$ cat config.mk
export PLATFORM = sky130hd
export DESIGN_NAME = writeback_stage_flat
export DESIGN_NICKNAME = d
export VERILOG_FILES = /design/src/rtl/writeback_stage_if.sv /design/src/rtl/writeback_stage.sv /design/src/flat_wrapper.sv
export SDC_FILE = /design/constraint.sdc
export NUM_CORES = 1
export LEC_CHECK = 0
export CAP_MARGIN = 20
export CORE_UTILIZATION = 40
export CTS_CLUSTER_SIZE = 40
export DETAILED_ROUTE_END_ITERATION = 10
export PLACE_DENSITY = 0.69
export SLEW_MARGIN = 20
export SYNTH_ARGS = -nofsm -noshare
export SYNTH_HDL_FRONTEND = slang
export SYNTH_SLANG_ARGS = --single-unit
$ cat constraint.sdc
create_clock -name clk -period 3.95 [get_ports clk]
set_input_delay 0.9875 -clock clk [delete_from_list [all_inputs] [get_ports clk]]
set_output_delay 0.9875 -clock clk [all_outputs]
set_load 0.05 [all_outputs]
$ cat src/rtl/writeback_stage_if.sv
// Execute-to-writeback handshake and instruction bundle.
// The master side is execute; the slave side is the writeback stage.
interface writeback_stage_if;
  logic        valid_in;
  logic        ready_out;
  logic [4:0]  opcode;
  logic [2:0]  rd;
  logic [3:0]  mem_addr;
  logic [15:0] result;
  logic        zero_in;
  logic        carry_in;
  logic        ac_in;
  logic        parity_in;

  modport master (
    output valid_in, opcode, rd, mem_addr, result,
    output zero_in, carry_in, ac_in, parity_in,
    input  ready_out
  );

  modport slave (
    input  valid_in, opcode, rd, mem_addr, result,
    input  zero_in, carry_in, ac_in, parity_in,
    output ready_out
  );
endinterface

$ cat src/rtl/writeback_stage.sv
// Writeback stage: registers execute results and applies register-file, memory,
// flag and halt side effects; MUL/DIV write their two result bytes over two cycles.
module writeback_stage #(
  parameter int unsigned RET_W = 8
) (
  input  logic             clk,
  input  logic             reset,
  writeback_stage_if.slave ex,
  output logic             reg_we,
  output logic [2:0]       reg_waddr,
  output logic [7:0]       reg_wdata,
  output logic             mem_we,
  output logic [3:0]       mem_waddr,
  output logic [7:0]       mem_wdata,
  output logic             zero_flag,
  output logic             carry_flag,
  output logic             ac_flag,
  output logic             parity_flag,
  output logic             cmp_flag,
  output logic             halted,
  output logic [RET_W-1:0] retired
);

  typedef enum logic [1:0] {IDLE, WR_LO, WR_HI, HALT} state_t;

  state_t     state, state_nxt;
  logic       accept;
  logic [2:0] hi_addr;
  logic [7:0] hi_data;
  logic       is_muldiv, is_regwr, is_store, is_cmp, is_halt;
  logic       ld_zp, ld_c, ld_ac;

  assign is_muldiv = ex.opcode inside {5'b00011, 5'b00100};
  assign is_regwr  = ex.opcode inside {[5'b00000:5'b00010], [5'b00101:5'b01011],
                                       [5'b10000:5'b10101]};
  assign is_store  = (ex.opcode == 5'b01100);
  assign is_cmp    = (ex.opcode == 5'b11001);
  assign is_halt   = (ex.opcode == 5'b11111);
  assign ld_zp     = ex.opcode inside {[5'b00001:5'b01010], [5'b10000:5'b10101]};
  assign ld_c      = ex.opcode inside {5'b00001, 5'b00010, 5'b00101, 5'b00110,
                                       [5'b10000:5'b10011]};
  assign ld_ac     = ex.opcode inside {5'b00001, 5'b00010, 5'b00101, 5'b00110};

  assign ex.ready_out = (state == IDLE) || (state == WR_HI);
  assign accept       = ex.valid_in && ex.ready_out;

  always_ff @(posedge clk) begin
    if (reset) state <= IDLE;
    else       state <= state_nxt;
  end

  always_comb begin
    state_nxt = state;
    case (state)
      IDLE, WR_HI: begin
        state_nxt = IDLE;
        if (accept) begin
          if (is_muldiv)    state_nxt = WR_LO;
          else if (is_halt) state_nxt = HALT;
        end
      end
      WR_LO:   state_nxt = WR_HI;
      HALT:    state_nxt = HALT;
      default: state_nxt = IDLE;
    endcase
  end

  // The high byte is latched only for MUL/DIV so undefined upper result bits
  // from other ops can never propagate to reg_wdata.
  always_ff @(posedge clk) begin
    if (reset) begin
      reg_we      <= 1'b0;
      reg_waddr   <= '0;
      reg_wdata   <= '0;
      mem_we      <= 1'b0;
      mem_waddr   <= '0;
      mem_wdata   <= '0;
      zero_flag   <= 1'b0;
      carry_flag  <= 1'b0;
      ac_flag     <= 1'b0;
      parity_flag <= 1'b0;
      cmp_flag    <= 1'b0;
      halted      <= 1'b0;
      retired     <= '0;
      hi_addr     <= '0;
      hi_data     <= '0;
    end else begin
      reg_we <= 1'b0;
      mem_we <= 1'b0;
      if (state == WR_LO) begin
        reg_we    <= 1'b1;
        reg_waddr <= hi_addr;
        reg_wdata <= hi_data;
      end
      if (accept) begin
        retired <= retired + 1'b1;
        if (is_regwr || is_muldiv) begin
          reg_we    <= 1'b1;
          reg_waddr <= ex.rd;
          reg_wdata <= ex.result[7:0];
        end
        if (is_muldiv) begin
          hi_addr <= ex.rd + 3'd1;
          hi_data <= ex.result[15:8];
        end
        if (is_store) begin
          mem_we    <= 1'b1;
          mem_waddr <= ex.mem_addr;
          mem_wdata <= ex.result[7:0];
        end
        if (is_cmp)  cmp_flag <= ex.result[0];
        if (is_halt) halted   <= 1'b1;
        if (ld_zp || is_muldiv) begin
          zero_flag   <= ex.zero_in;
          parity_flag <= ex.parity_in;
        end
        if (ld_c)  carry_flag <= ex.carry_in;
        if (ld_ac) ac_flag    <= ex.ac_in;
      end
    end
  end

endmodule

$ cat src/flat_wrapper.sv
// flat-port wrapper written by rule: the top's interface ports become plain ports
module writeback_stage_flat 
#(
  parameter int unsigned RET_W = 8
)
  (clk, reset, reg_we, reg_waddr, reg_wdata, mem_we, mem_waddr, mem_wdata, zero_flag, carry_flag, ac_flag, parity_flag, cmp_flag, halted, retired, ex_valid_in, ex_opcode, ex_rd, ex_mem_addr, ex_result, ex_zero_in, ex_carry_in, ex_ac_in, ex_parity_in, ex_ready_out);
  writeback_stage_if ex_i ();
  input  logic clk;
  input  logic reset;
  output logic reg_we;
  output logic [2:0] reg_waddr;
  output logic [7:0] reg_wdata;
  output logic mem_we;
  output logic [3:0] mem_waddr;
  output logic [7:0] mem_wdata;
  output logic zero_flag;
  output logic carry_flag;
  output logic ac_flag;
  output logic parity_flag;
  output logic cmp_flag;
  output logic halted;
  output logic [RET_W-1:0] retired;
  input wire logic [$bits(ex_i.valid_in)-1:0] ex_valid_in;
  input wire logic [$bits(ex_i.opcode)-1:0] ex_opcode;
  input wire logic [$bits(ex_i.rd)-1:0] ex_rd;
  input wire logic [$bits(ex_i.mem_addr)-1:0] ex_mem_addr;
  input wire logic [$bits(ex_i.result)-1:0] ex_result;
  input wire logic [$bits(ex_i.zero_in)-1:0] ex_zero_in;
  input wire logic [$bits(ex_i.carry_in)-1:0] ex_carry_in;
  input wire logic [$bits(ex_i.ac_in)-1:0] ex_ac_in;
  input wire logic [$bits(ex_i.parity_in)-1:0] ex_parity_in;
  output wire logic [$bits(ex_i.ready_out)-1:0] ex_ready_out;
  assign ex_i.valid_in = ex_valid_in;
  assign ex_i.opcode = ex_opcode;
  assign ex_i.rd = ex_rd;
  assign ex_i.mem_addr = ex_mem_addr;
  assign ex_i.result = ex_result;
  assign ex_i.zero_in = ex_zero_in;
  assign ex_i.carry_in = ex_carry_in;
  assign ex_i.ac_in = ex_ac_in;
  assign ex_i.parity_in = ex_parity_in;
  assign ex_ready_out = ex_i.ready_out;
  writeback_stage #(.RET_W(RET_W)) u_core (.clk(clk), .reset(reset), .ex(ex_i), .reg_we(reg_we), .reg_waddr(reg_waddr), .reg_wdata(reg_wdata), .mem_we(mem_we), .mem_waddr(mem_waddr), .mem_wdata(mem_wdata), .zero_flag(zero_flag), .carry_flag(carry_flag), .ac_flag(ac_flag), .parity_flag(parity_flag), .cmp_flag(cmp_flag), .halted(halted), .retired(retired));
endmodule
Word level (Yosys, flattened, before mapping)
Index checks and enable logic that the tools add are counted.
{ "totals": {"register_bits": 52, "inputBits": 35, "out_inout_bits": 40, "elab_cells": 78} }
{ "op_classes": {"add_sub_neg": 2, "order_cmp": 9, "n_eq_ne": 12, "n_mux": 14, "bitwise_logic": 1, "reduce_logical": 24} }
{ "op_table": {"columns": ["operator", "n"], "rows": [
  ["8-bit two-way mux", 3],
  ["5-bit by 3-bit == test with 1-bit output (second input constant)", 3],
  ["2-bit AND reduction", 7],
  ["5-bit by 2-bit == test with 1-bit output (second input constant)", 2],
  ["5-bit == test (second input constant)", 2],
  ["5-bit by 1-bit >= comparator with 1-bit output (second input constant)", 2],
  ["5-bit by 4-bit less-or-equal comparator with 1-bit output (second input constant)", 2],
  ["5-bit less-or-equal comparator (second input constant)", 2],
  ["3-bit two-way mux", 3],
  ["8-bit by 1-bit adder with 8-bit output (second input constant)", 1],
  ["1-bit logical AND", 6],
  ["2-bit two-way mux", 3],
  ["2-bit one-hot mux with 3 select lines", 1],
  ["5-bit by 1-bit == test with 1-bit output (second input constant)", 1],
  ["5-bit by 4-bit == test with 1-bit output (second input constant)", 1],
  ["5-bit by 3-bit >= comparator with 1-bit output (second input constant)", 1],
  ["5-bit >= comparator (second input constant)", 1],
  ["5-bit by 2-bit less-or-equal comparator with 1-bit output (second input constant)", 1],
  ["5-bit nonzero test", 1],
  ["2-bit == test (second input constant)", 2],
  ["1-bit two-way mux", 4],
  ["2-bit nonzero test", 2],
  ["4-bit nonzero test", 1],
  ["2-bit OR reduction", 2],
  ["6 further kinds", 8]
]} }

Depth between registers and ports, before layout
{ "logic_depth": {"ltp_word": 6, "depth_mapped": 7, "ltp_nobuf": 4} }

Worst setup path after synthesis
OpenSTA, ideal clock, no wires.
{ "synth_path": {"kind": "input-to-reg", "startpoint": "input port ex_opcode[1]", "endpoint": "register u_core.mem_waddr[1]", "setup_time_ns": 0.128, "arrival_ns": 2.100, "required_time_ns": 3.822, "path_slack_ns": 1.722, "path_stages": 7, "path_buffers": 3, "path_cell_list": "buf_2 -> nor3_1 -> and4_1 -> buf_2 -> buf_4 -> mux2i_1 -> nor2_1"} }
{ "synth_via": {"elab_chain_len": 2} }
{ "synth_lines": {"columns": ["element", "line_no", "text"], "rows": [
  ["start, declared", "flat_wrapper.sv:24", "input wire logic [$bits(ex_i.opcode)-1:0] ex_opcode;"],
  ["5-bit by 4-bit == test with 1-bit output", "writeback_stage.sv:36", "assign is_store = (ex.opcode == 5'b01100);"],
  ["2-bit AND reduction (no source line)", null, null],
  ["end signal, assigned", "writeback_stage.sv:108", "mem_waddr <= ex.mem_addr;"],
  ["end, declared", "writeback_stage.sv:13", "output logic [3:0] mem_waddr,"]
]} }
Every way passes these cells.
A chain may end at the register's enable or synchronous reset.

Final worst setup path
{ "layout_path": {"startpoint": "input port ex_opcode[1]", "endpoint": "register u_core.mem_wdata[7]"} }
{ "layout_via": {"elab_chain_len": 2} }
{ "layout_lines": {"columns": ["element", "line_no", "text"], "rows": [
  ["5-bit by 4-bit == test with 1-bit output", "writeback_stage.sv:36", null],
  ["2-bit AND reduction (no source line)", null, null],
  ["end signal, assigned", "writeback_stage.sv:109", "mem_wdata <= ex.result[7:0];"],
  ["end, declared", "writeback_stage.sv:14", "output logic [7:0] mem_wdata,"]
]} }
Every way passes these cells.

==> metrics.md <==
| Metric | Value |
|---|---|
| Vias in the first global route | `1,551` |
| Number of synthesized register bits | `52` |
| Peak Freq | `about 0.36 GHz` |
| Initial Utilization | `0.4187` |
| Final Skew | `between 0.008 and 0.009 ns` |
| Post-Syn Area | `2152 µm²` |
| RSZ-0062 raised after global routing | `no` |
| Post-route cell area | `between 3000 and 4000 µm²` |
| Sequential share of the synthesized area | `0.4837` |
| Fraction of layout cells with a size suffix above 1 | `0.04467` |
| CTS resizes | `0` |
| Routed len/inst | `12.98 µm` |
| GRT overflow | `0` |
| Clock slew at reported path FFs | `around 0.090 ns` |
| Slew Viols, Final | `0` |
| Critical Setup Path Class | `in -> reg` |
| Async set-reset flop share out of synthesis | `0` |
| Final Cycle Share | `0.6947` |
| Area added between synthesis and finish | `40.47%` |
| Sw Pwr | `around 0.00029 W` |
| PnR worst setup slack | `~1.2 ns` |
| Die area | `roughly 5700 µm²` |
| Buffers added on ports | `74` |
| Peak supply drop | `roughly 220 µV` |
| Post-DP HPWL | `roughly 3200 µm` |
| Pwr/cell area | `between 300 and 400 nW/µm²` |
| Tot Pwr | `0.001099 W` |
| Htree depth | `2` |
| Initial antenna violation count | `0` |
| Slew HR | `0.3816` |
| Clock share of power | `0.324` |
| FF-to-FF path depth | `5` |
| Switching share of power | `0.2624` |
| Run status | `completed` |
| Worst-path cell chain | `clkdlybuf4s50_1 > nor3_1 > and4_1 > mux2i_1 > nor2_1` |
| CP peak stage delay | `0.74 ns` |
| Gate power share | `0.174` |
| Die width | `about 75 µm` |
| Critical path's top delay family | `simple AND/OR/NAND/NOR gates` |
| Number of synthesized flops with an enable pin | `0` |
| Largest net degree at the start of global routing | `between 50 and 60` |
| Via/cell ratio | `between 4 and 5` |
| Core area | `~5000 µm²` |
| Clock latency on the worst-skew pair | `roughly 0.30 ns` |
| Drt pass-1 iters | `4` |
| Setup-failing EPs final | `0` |
| Placed cell area | `roughly 2900 µm²` |
| Die height | `75.35 µm` |
| Critical Path Start Type | `primary input` |
| CTS Sinks | `52` |
| CP max stage cell | `and4_1` |
| Mapped Cells | `223` |
| Std-Cell Rows | `26` |
| Critical path buffer and inverter count | `1` |
| CTS root buf | `clkbuf_8` |
| Hold Crit Depth | `2` |
| Overall Global Routing Usage | `0.1727` |
| Post-layout util | `0.5881` |
| Syn Nets | `260` |
| CTS buffer count | `5` |
| Final Hold Viols | `0` |
| DR WL met3 | `between 300 and 400 µm` |
| Setup TNS Final | `0 ns` |
| Bufs on Longest Clock Path | `2` |
| Maxcap violations | `0` |
| WL met1 | `2241 µm` |
| Least-Margin Pin Slew | `about 0.93 ns` |
| Count of cell types in the netlist | `30` |
| Pre-CTS WS | `slightly below 0.9 ns` |
| DRC | `0` |
| Post-route ant nets | `0` |
| CTS tree | `done` |
| DRT Wirelength | `4684 µm` |
| LEAKAGE | `~1.2 nW` |
| # hold bufs at CTS | `0` |
| Power Internal | `between 0.0008 and 0.0009 W` |
| Worst hold path type | `reg -> reg` |
| Crit path time final | `~2.7 ns` |
| Syn Area/Cell | `about 9.7 µm²` |
| Num ports | `75` |
| Critical path arrival | `2.89 ns` |
| Max layer used | `met4` |
| Routability cong. | `about 0.82` |
| Iter 0 DRT Violations | `between 80 and 90` |
| WP data required | `4.10 ns` |
| Levels on crit path | `5` |
| CP endpoint kind | `register` |
| Worst-path fanout max | `13` |
| Vias | `~1,700` |
| Ys flop type | `dfxtp_1` |
| # nets final | `about 330` |
| YS warnings | `0` |
| Post-CTS setup buffers | `0` |
| Flop pwr share | `0.502` |
| Fill count | `about 500` |
| WL met2 | `roughly 2000 µm` |
| First-pass GRT wire length | `around 7400 µm` |
| Antenna cells | `0` |
[per-stage QoR]
step	hold slack [ns]	cells
final	0.4806	361
after global routing	0.5047	361
after CTS	0.4797	361
after detailed placement	0.4620	353
after global placement	0.4483	353
after floorplan	0.4357	223
[kinds of logic after synthesis]
group	synth area share
XOR/XNOR	0.03663
multiplexers	0.1814
AND/OR/NAND/NOR	0.1738
adder cells (fa/ha/maj)	0.01163
AO/OA/AOI/OAI	0.07093
buffers and inverters	0.04186
flip-flops	0.4837
[cells in the mapped netlist (3+ instances only)]
library cell | n | area share
nor2_1 | 50 | 0.087
clkbuf_1 | 8 | 0.014
xor2_1 | 7 | 0.028
dfxtp_1 | 52 | 0.48
a211oi_1 | 11 | 0.038
inv_1 | 3 | 0.0052
nand2b_1 | 6 | 0.017
a21oi_1 | 5 | 0.012
nand2_1 | 8 | 0.014
nand4_1 | 4 | 0.012
mux2i_1 | 39 | 0.18
buf_2 | 6 | 0.014
[tightest hold or removal path: stages (launching register included)]
cell,delay (ns)
dfxtp_1,0.32
nand2b_1,0.07
mux2i_1,0.06
[power groups by stage]
stage                     clock [W]  combinational [W]  sequential, W
final                      0.000356           0.000192       0.000552
after global routing       0.000393           0.000204       0.000554
after CTS                  0.000370           0.000193       0.000552
after detailed placement          0           0.000192       0.000564
after global placement            0           0.000191       0.000564
after floorplan                   0          0.0000600       0.000616
[layout make-up]
type,count,area [µm²],share of cell area
Clock buffer,5,68.82,0.02276
Clock inverter,3,42.54,0.01407
Inverter,3,11.26,0.003725
Multi-Input combinational cell,152,1021,0.3377
Sequential cell,52,1041,0.3444
Tap cell,70,87.58,0.02897
Timing Repair Buffer,76,750.7,0.2483
[worst paths after layout]
path	startpoint	endpoint	slack (ns)
max reg2reg	u_core.state[0]	u_core.mem_wdata[7]	2.10
min reg2reg	u_core.zero_flag	u_core.zero_flag	0.48
min	u_core.zero_flag	u_core.zero_flag	0.48
max	ex_opcode[1]	u_core.mem_wdata[7]	1.21
[flip-flops by register name, summed over array words and instances (netlist names), 2 cells and up]
signal,cells
u_core.hi_data,8
u_core.mem_wdata,8
u_core.reg_wdata,8
u_core.retired,8
u_core.mem_waddr,4
u_core.hi_addr,3
u_core.reg_waddr,3
u_core.state,2
[placed cells by master (no fill, tap or decap), drive strengths merged, types with 2 or more instances in the layout]
master         Yosys  routed
clkdlybuf4s50      0      73
dfxtp             52      52
nor2              50      50
mux2i             39      39
a211oi            11      11
nand2              8       8
xor2               7       7
nand2b             6       6
a21oi              5       5
clkbuf             8       5
nand4              4       4
inv                3       3
buf                8       3
nor3               2       2
nor2b              2       2
nand3b             2       2
and3               2       2
xnor2              2       2
ha                 2       2
[metal layers]
layer | GRT usage | vias to the layer above
met1 | 0.2375 | 800
met4 | 0.04321 | 0
met2 | 0.2500 | 52
li1 | - | 894
met3 | 0.07407 | 2
met5 | 0 | -
(Power assumes the default switching activity.)
